[src/rtl/cpu_ctrl_fsm.sv]
// -----------------------------------------------------------------------------
// cpu_ctrl_fsm
// Control sequencer for the simple 16-bit CPU. Sits downstream of the
// instruction decoder, takes the decoded {opcode, op} and steps the datapath
// through register reads, the ALU cycle and writeback. Uses a start/wait
// handshake with the top level.
//
// Supported: MOV #imm8 (110/10), MOV Rd,Rm{,sh} (110/00), ADD (101/00),
// CMP (101/01), AND (101/10), MVN (101/11). Every other encoding raises err
// for one cycle and the FSM returns to WAIT.
//
// Optional feature macro: CTRL_ICOUNT_EN
//   defined   -> icount port and retired-instruction counter present
//   undefined -> no icount port, no counter
//
// Ports
//   clk     in   1         rising-edge clock
//   reset   in   1         asynchronous, active-high reset
//   s       in   1         start request, sampled only in WAIT
//   opcode  in   3         instruction bits [15:13]
//   op      in   2         instruction bits [12:11]
//   w       out  1         ready; high only in WAIT
//   nsel    out  3         one-hot reg select: 001 Rn, 010 Rd, 100 Rm
//   loada   out  1         load A register
//   loadb   out  1         load B register
//   loadc   out  1         load C register
//   loads   out  1         load status register
//   asel    out  1         ALU A operand forced to 0
//   bsel    out  1         ALU B operand is sximm5
//   vsel    out  2         writeback source: 00 C, 10 sximm8
//   write   out  1         register-file write enable
//   err     out  1         illegal encoding, single DECODE cycle
//   icount  out  ICOUNT_W  retired instructions (CTRL_ICOUNT_EN only)
// -----------------------------------------------------------------------------
module cpu_ctrl_fsm #(
   parameter int unsigned ICOUNT_W = 16
) (
   input  logic       clk,
   input  logic       reset,
   input  logic       s,
   input  logic [2:0] opcode,
   input  logic [1:0] op,
   output logic       w,
   output logic [2:0] nsel,
   output logic       loada,
   output logic       loadb,
   output logic       loadc,
   output logic       loads,
   output logic       asel,
   output logic       bsel,
   output logic [1:0] vsel,
   output logic       write,
   output logic       err
`ifdef CTRL_ICOUNT_EN
   ,
   output logic [ICOUNT_W-1:0] icount
`endif
);

   if (ICOUNT_W == 0) begin : g_bad_icount_w
      $error("cpu_ctrl_fsm: ICOUNT_W must be at least 1");
   end

   typedef enum logic [2:0] {
      ST_WAIT,
      ST_DECODE,
      ST_WR_IMM,
      ST_GET_A,
      ST_GET_B,
      ST_ALU,
      ST_WR_REG
   } state_t;

   localparam logic [2:0] NSEL_RN = 3'b001;
   localparam logic [2:0] NSEL_RD = 3'b010;
   localparam logic [2:0] NSEL_RM = 3'b100;

   state_t     r_state;
   state_t     w_next;
   logic [4:0] r_instr;

   logic       w_is_movimm;
   logic       w_is_movreg;
   logic       w_is_alu;
   logic       w_is_cmp;

   // Instruction is captured on the same edge that accepts s, so DECODE and
   // every later state see a stable copy regardless of what the decoder does.
   always_ff @(posedge clk or posedge reset) begin
      if (reset) begin
         r_instr <= '0;
      end else if (r_state == ST_WAIT && s) begin
         r_instr <= {opcode, op};
      end
   end

   always_comb begin
      w_is_movimm = (r_instr == 5'b110_10);
      w_is_movreg = (r_instr == 5'b110_00);
      w_is_alu    = (r_instr[4:2] == 3'b101);
      w_is_cmp    = (r_instr == 5'b101_01);
   end

   always_ff @(posedge clk or posedge reset) begin
      if (reset) begin
         r_state <= ST_WAIT;
      end else begin
         r_state <= w_next;
      end
   end

   always_comb begin
      w_next = r_state;
      w      = 1'b0;
      nsel   = NSEL_RN;
      loada  = 1'b0;
      loadb  = 1'b0;
      loadc  = 1'b0;
      loads  = 1'b0;
      asel   = 1'b0;
      bsel   = 1'b0;
      vsel   = 2'b00;
      write  = 1'b0;
      err    = 1'b0;

      unique case (r_state)
         ST_WAIT: begin
            w = 1'b1;
            if (s) begin
               w_next = ST_DECODE;
            end
         end
         ST_DECODE: begin
            if (w_is_movimm) begin
               w_next = ST_WR_IMM;
            end else if (w_is_movreg) begin
               w_next = ST_GET_B;
            end else if (w_is_alu) begin
               w_next = ST_GET_A;
            end else begin
               err    = 1'b1;
               w_next = ST_WAIT;
            end
         end
         ST_WR_IMM: begin
            nsel   = NSEL_RN;
            vsel   = 2'b10;
            write  = 1'b1;
            w_next = ST_WAIT;
         end
         ST_GET_A: begin
            nsel   = NSEL_RN;
            loada  = 1'b1;
            w_next = ST_GET_B;
         end
         ST_GET_B: begin
            nsel   = NSEL_RM;
            loadb  = 1'b1;
            w_next = ST_ALU;
         end
         ST_ALU: begin
            loadc  = 1'b1;
            asel   = w_is_movreg;
            loads  = w_is_cmp;
            w_next = w_is_cmp ? ST_WAIT : ST_WR_REG;
         end
         ST_WR_REG: begin
            nsel   = NSEL_RD;
            vsel   = 2'b00;
            write  = 1'b1;
            w_next = ST_WAIT;
         end
         default: begin
            w_next = ST_WAIT;
         end
      endcase
   end

`ifdef CTRL_ICOUNT_EN
   logic                w_retire;
   logic [ICOUNT_W-1:0] r_icount;

   // An instruction retires on the edge leaving its last state: WR_IMM,
   // WR_REG, or ALU when the op is CMP (no writeback cycle).
   always_comb begin
      w_retire = (r_state == ST_WR_IMM) || (r_state == ST_WR_REG) ||
                 (r_state == ST_ALU && w_is_cmp);
   end

   always_ff @(posedge clk or posedge reset) begin
      if (reset) begin
         r_icount <= '0;
      end else if (w_retire) begin
         r_icount <= r_icount + ICOUNT_W'(1);
      end
   end

   assign icount = r_icount;
`endif

endmodule
[config.mk]
export PLATFORM = sky130hd
export DESIGN_NAME = cpu_ctrl_fsm
export DESIGN_NICKNAME = d
export VERILOG_FILES = /design/src/rtl/cpu_ctrl_fsm.sv
export SDC_FILE = /design/constraint.sdc
export NUM_CORES = 1
export LEC_CHECK = 0
export CORE_UTILIZATION = 33
export DETAILED_ROUTE_END_ITERATION = 6
export GPL_TIMING_DRIVEN = 1
export PLACE_DENSITY = 0.67
export SLEW_MARGIN = 10
export SYNTH_ARGS = -nofsm -noshare
export SYNTH_HDL_FRONTEND = slang
export SYNTH_SLANG_ARGS = --single-unit
export TNS_END_PERCENT = 20
[constraint.sdc]
create_clock -name clk -period 1.9 [get_ports clk]
set_input_delay 0.38 -clock clk [delete_from_list [all_inputs] [get_ports clk]]
set_output_delay 0.38 -clock clk [all_outputs]
set_load 0.005 [all_outputs]
# --- Word level (Yosys, flattened, before mapping) ---
# Index checks and enable logic that the tools add are counted.
totals:
  reg_bits: 8
  inputBits: 8
  output_inout_bits: 14
  word_cells: 35
classes:
  eq_ne: 11
  n_mux: 19
  reduce_logical: 3
ops:
  columns: ["operator", "n"]
  rows:
  - ["$eq A5 B5 Y1 const B", 3]
  - ["$pmux W3 S5", 1]
  - ["$eq A3 B3 Y1 const B", 4]
  - ["$mux W3", 4]
  - ["$mux W1", 11]
  - ["$eq A3 B2 Y1 const B", 2]
  - ["$pmux W3 S2", 1]
  - ["$mux W2", 2]
  - ["$eq A3 B1 Y1 const B", 1]
  - ["$logic_not A3 Y1", 1]
  - ["$ne A2 B2 Y1 const B", 1]
  - ["$reduce_or A2 Y1", 1]
  - ["$logic_and A1 B1 Y1", 1]

# --- Logic depth before layout (Yosys ltp) ---
depth:
  ltp_word: 5
  ltp_mapped: 5
  ltp_nobuf: 4

# --- Worst setup path before layout ---
# OpenSTA, ideal clock, no wires.
synth_path:
  path_kind: "reg-to-reg"
  from: "register r_state[0]"
  to: "register r_instr[0]"
  setup_time_ns: 0.125
  arrival_time_ns: 1.266
  required_ns: 1.775
  path_slack_ns: 0.509
  path_stages_with_launch: 6
  n_path_buf: 2
  period_less_slack_ns: 1.391
  cell_sequence: "dfrtp_1 buf_6 nor3_2 and2_4 buf_8 mux2_4"
synth_via:
  elab_chain_len: 2
synth_rtl:
  columns: ["item", "line", "rtl"]
  rows:
  - ["start, declared", "78", "state_t r_state;"]
  - ["start signal, assigned", "108", "r_state <= w_next;"]
  - ["$logic_not A3 Y1", "92", "end else if (r_state == ST_WAIT && s) begin"]
  - ["$logic_and A1 B1 Y1", "92", null]
  - ["end signal, assigned", "93", "r_instr <= {opcode, op};"]
  - ["end, declared", "80", "logic [4:0] r_instr;"]
# No other way between the ends.
# A chain may end at the register's enable or synchronous reset.

# --- Worst setup path in the final report ---
layout_path:
  from: "register r_instr[3]"
  to: "output port loads"
layout_via:
  elab_chain_len: 2
layout_rtl:
  columns: ["item", "line", "rtl"]
  rows:
  - ["$eq A5 B5 Y1", "101", "w_is_cmp = (r_instr == 5'b101_01);"]
  - ["$mux W1", "126", "unique case (r_state)"]
  - ["end, declared", "48", "output logic loads,"]
# No other way between the ends.

==> metrics <==
xor/xnor share of the synthesized area 0; post-synthesis adder-cell area fraction 0; Synth Area in Compound Gates 0.121; final setup violation count 2; vias after detailed routing 502; synthesized area per cell between 9 and 10 um2; Layout Nets 93; CP cell instances nand4b_1, nor3_2, clkdlybuf4s50_1; largest net degree at the start of global routing 11; total power ~1200 uW; Final Critical Period 1.98 ns; share of cells above drive strength 1 0.398; Max VDD drop approximately 0.66 mV; Critical Path End Type output pin; Critical Path AT between 1.5 and 2 ns; number of port buffers 19; Ports 22; Final Cell Area 836 um2; diode count 0; Post-Synth Simple-Gate Area 0.272; RSZ-0062 raised after global routing yes; first-pass GRT wire length roughly 2000 um; post-synthesis cell count 55; largest family of logic cells by synthesized area simple AND/OR/NAND/NOR gates; post-synth top area share 0.365; outcome finished, violations left; Iteration-0 DRC Markers 14; Clock Tree Buf Depth 2; vias in the first global route 453; Top delay family on crit path buffers and inverters; Synth area leaders dfrtp_1 (37%), mux2_4 (11%), and2_1 (4.6%); failing checks setup timing; Min-Delay Path Class primary input to asynchronous set/reset pin; latest clock arrival within the worst-skew pair 0.25 ns; Reg clk slew, reported paths 0.06 ns; Fmax achieved between 500 and 600 MHz; Tcrit/Tclk final 1.04; vias per cell 5.07; die width 42.8 um; Remaining DRCs 0; DIE AREA around 1800 um2; Core Area 1520 um2; CP Launch Type register; CTS tree yes; final hold violations 0; Worst EP required 1.52 ns; H-tree depth 1; mapped cell area between 500 and 600 um2; Post-synth EDFFs 0; Overflow after GRT 0; Detail Route Antenna Nets 0; routed wl met2 a little under 600 um; Slowest-stage cell, CP clkdlybuf4s50_1; DR WL met3 slightly below 60 um; Avg WL per Cell roughly 13 um; Rows 14; fin. max-slew vios 0; clock sink count 8; Synth Warn # 0; Worst R2R Start r_state[1]$_DFFE_PP0P_; Synth area leader dfrtp_1; WL met1 590 um; crit path buf inv count 1; Layout Skew 0.00274 ns; Starting Density 0.360; fin worst setup slack -0.0840 ns; Die Y roughly 43 um; maxcap violations 0; peak per-stage delay on the critical path roughly 0.52 ns; placement-stage cell area 731 um2; Critical path origin r_instr[3]$_DFFE_PP0P_; crit path max fanout 5; Routed WL 1250 um; HPWL Detailed 850 um; PwrDens 1440 nW/um2; Yosys reg bits 8; mux contribution to synthesized area 0.110; Num CTS Buffers 3; Hold Slack 0.385 ns; Area growth, synth to finish 52.5%; Post-synth top flop dfrtp_1; Synth async-reset ratio 1.00; Leak 0.000418 uW; Pre-antenna DRT Iters 4; critical path class register to output pin; Yosys cell types 31; sequential area share after synthesis 0.365; routability congestion estimate between 0.8 and 0.9; GRT Util Overall 0.147; DR top layer met4; initial antenna violation count 0; pre-CTS setup slack roughly 0.12 ns; root buffer cell clkbuf_4; # hold bufs at CTS 0; Core Util, Final 0.548
logic make-up after synthesis:
family	after synthesis
AND/OR/NAND/NOR	22
multiplexers	4
buffers and inverters	10
flip-flops	8
AO/OA/AOI/OAI	10
other	1
cells in the mapped netlist (2+ instances only):
cell and count:
a21oi_1 2, nor2b_1 3, o22ai_1 2, inv_1 3
buf_4 3, mux2_4 4, and2_1 4, dfrtp_1 8
nor3_1 2, nand2_1 2, nor3b_1 2
worst register-to-register path, delay by kind of cell (launching register included):
family	cells	cell delay (ns)
mux	1	0.31
simple gates	2	0.42
flops	1	0.42
buf+inv	1	0.18
repair_timing:
item / in CTS / in global routing
endpoints found under the setup margin: 10 / 6
resized for setup: 9 / 8
buffers inserted: 2 / 6
cloned: 0 / 0
pin swaps: 0 / 2
cells in the final DEF, fill, tap and decap left out, types with 2 or more instances in the layout:
master,n
inv_2,2
clkbuf_4,3
buf_4,11
clkdlybuf4s50_1,13
nor2b_1,2
conb_1,2
o22ai_1,2
dlymetal6s2s_1,2
a21oi_1,2
nor3_2,3
dfrtp_2,2
dfrtp_1,6
and2_1,4
inv_1,2
mux2_4,4
nand2_1,2
dlygate4sd2_1,2
nor3b_2,2
power by group:
| part | internal (uW) | switching, uW | leakage [uW] | total, uW |
|---|---|---|---|---|
| clock network | 72.2 | 56.5 | 0.0000138 | 129 |
| logic | 448 | 241 | 0.000309 | 689 |
| registers | 256 | 131 | 0.0000954 | 387 |
state kept, by name (all words and copies together) (netlist names):
name / count
r_instr: 5
r_state: 3
stage by stage:
step | TNS [ns] | instances
floorplan | 0 | 56
global placement | 0 | 88
detailed placement | 0 | 88
CTS | -0.248 | 93
global route | -0.364 | 99
finish | -0.128 | 99
layout make-up:
cell class | count | area, um2
well taps | 16 | 20.0
inverters | 4 | 15.0
repair buffers | 30 | 270
clock buffers | 3 | 22.5
flip-flops and latches | 8 | 203
multi-input cells | 38 | 305
fillers | 138 | 688
routing by layer:
layer,global-route usage,vias up
met5,0,-
met4,0.0938,0
met3,0.0255,2
met2,0.221,18
met1,0.193,238
li1,-,244
final timing paths:
check | endpoint | slack (ns) | cells past startpoint
worst max register to register | r_instr[2]$_DFFE_PP0P_ | 0.47 | 4
min in group clk | r_instr[2]$_DFFE_PP0P_ | 0.61 | 1
max in group asynchronous | r_state[0]$_DFFE_PP0P_ | 1.26 | 2
worst max-delay path | loads | -0.08 | 3
worst min-delay path | r_instr[0]$_DFFE_PP0P_ | 0.38 | 2
worst min register to register | r_instr[2]$_DFFE_PP0P_ | 0.61 | 1
Power figures use the tool's default switching activity.
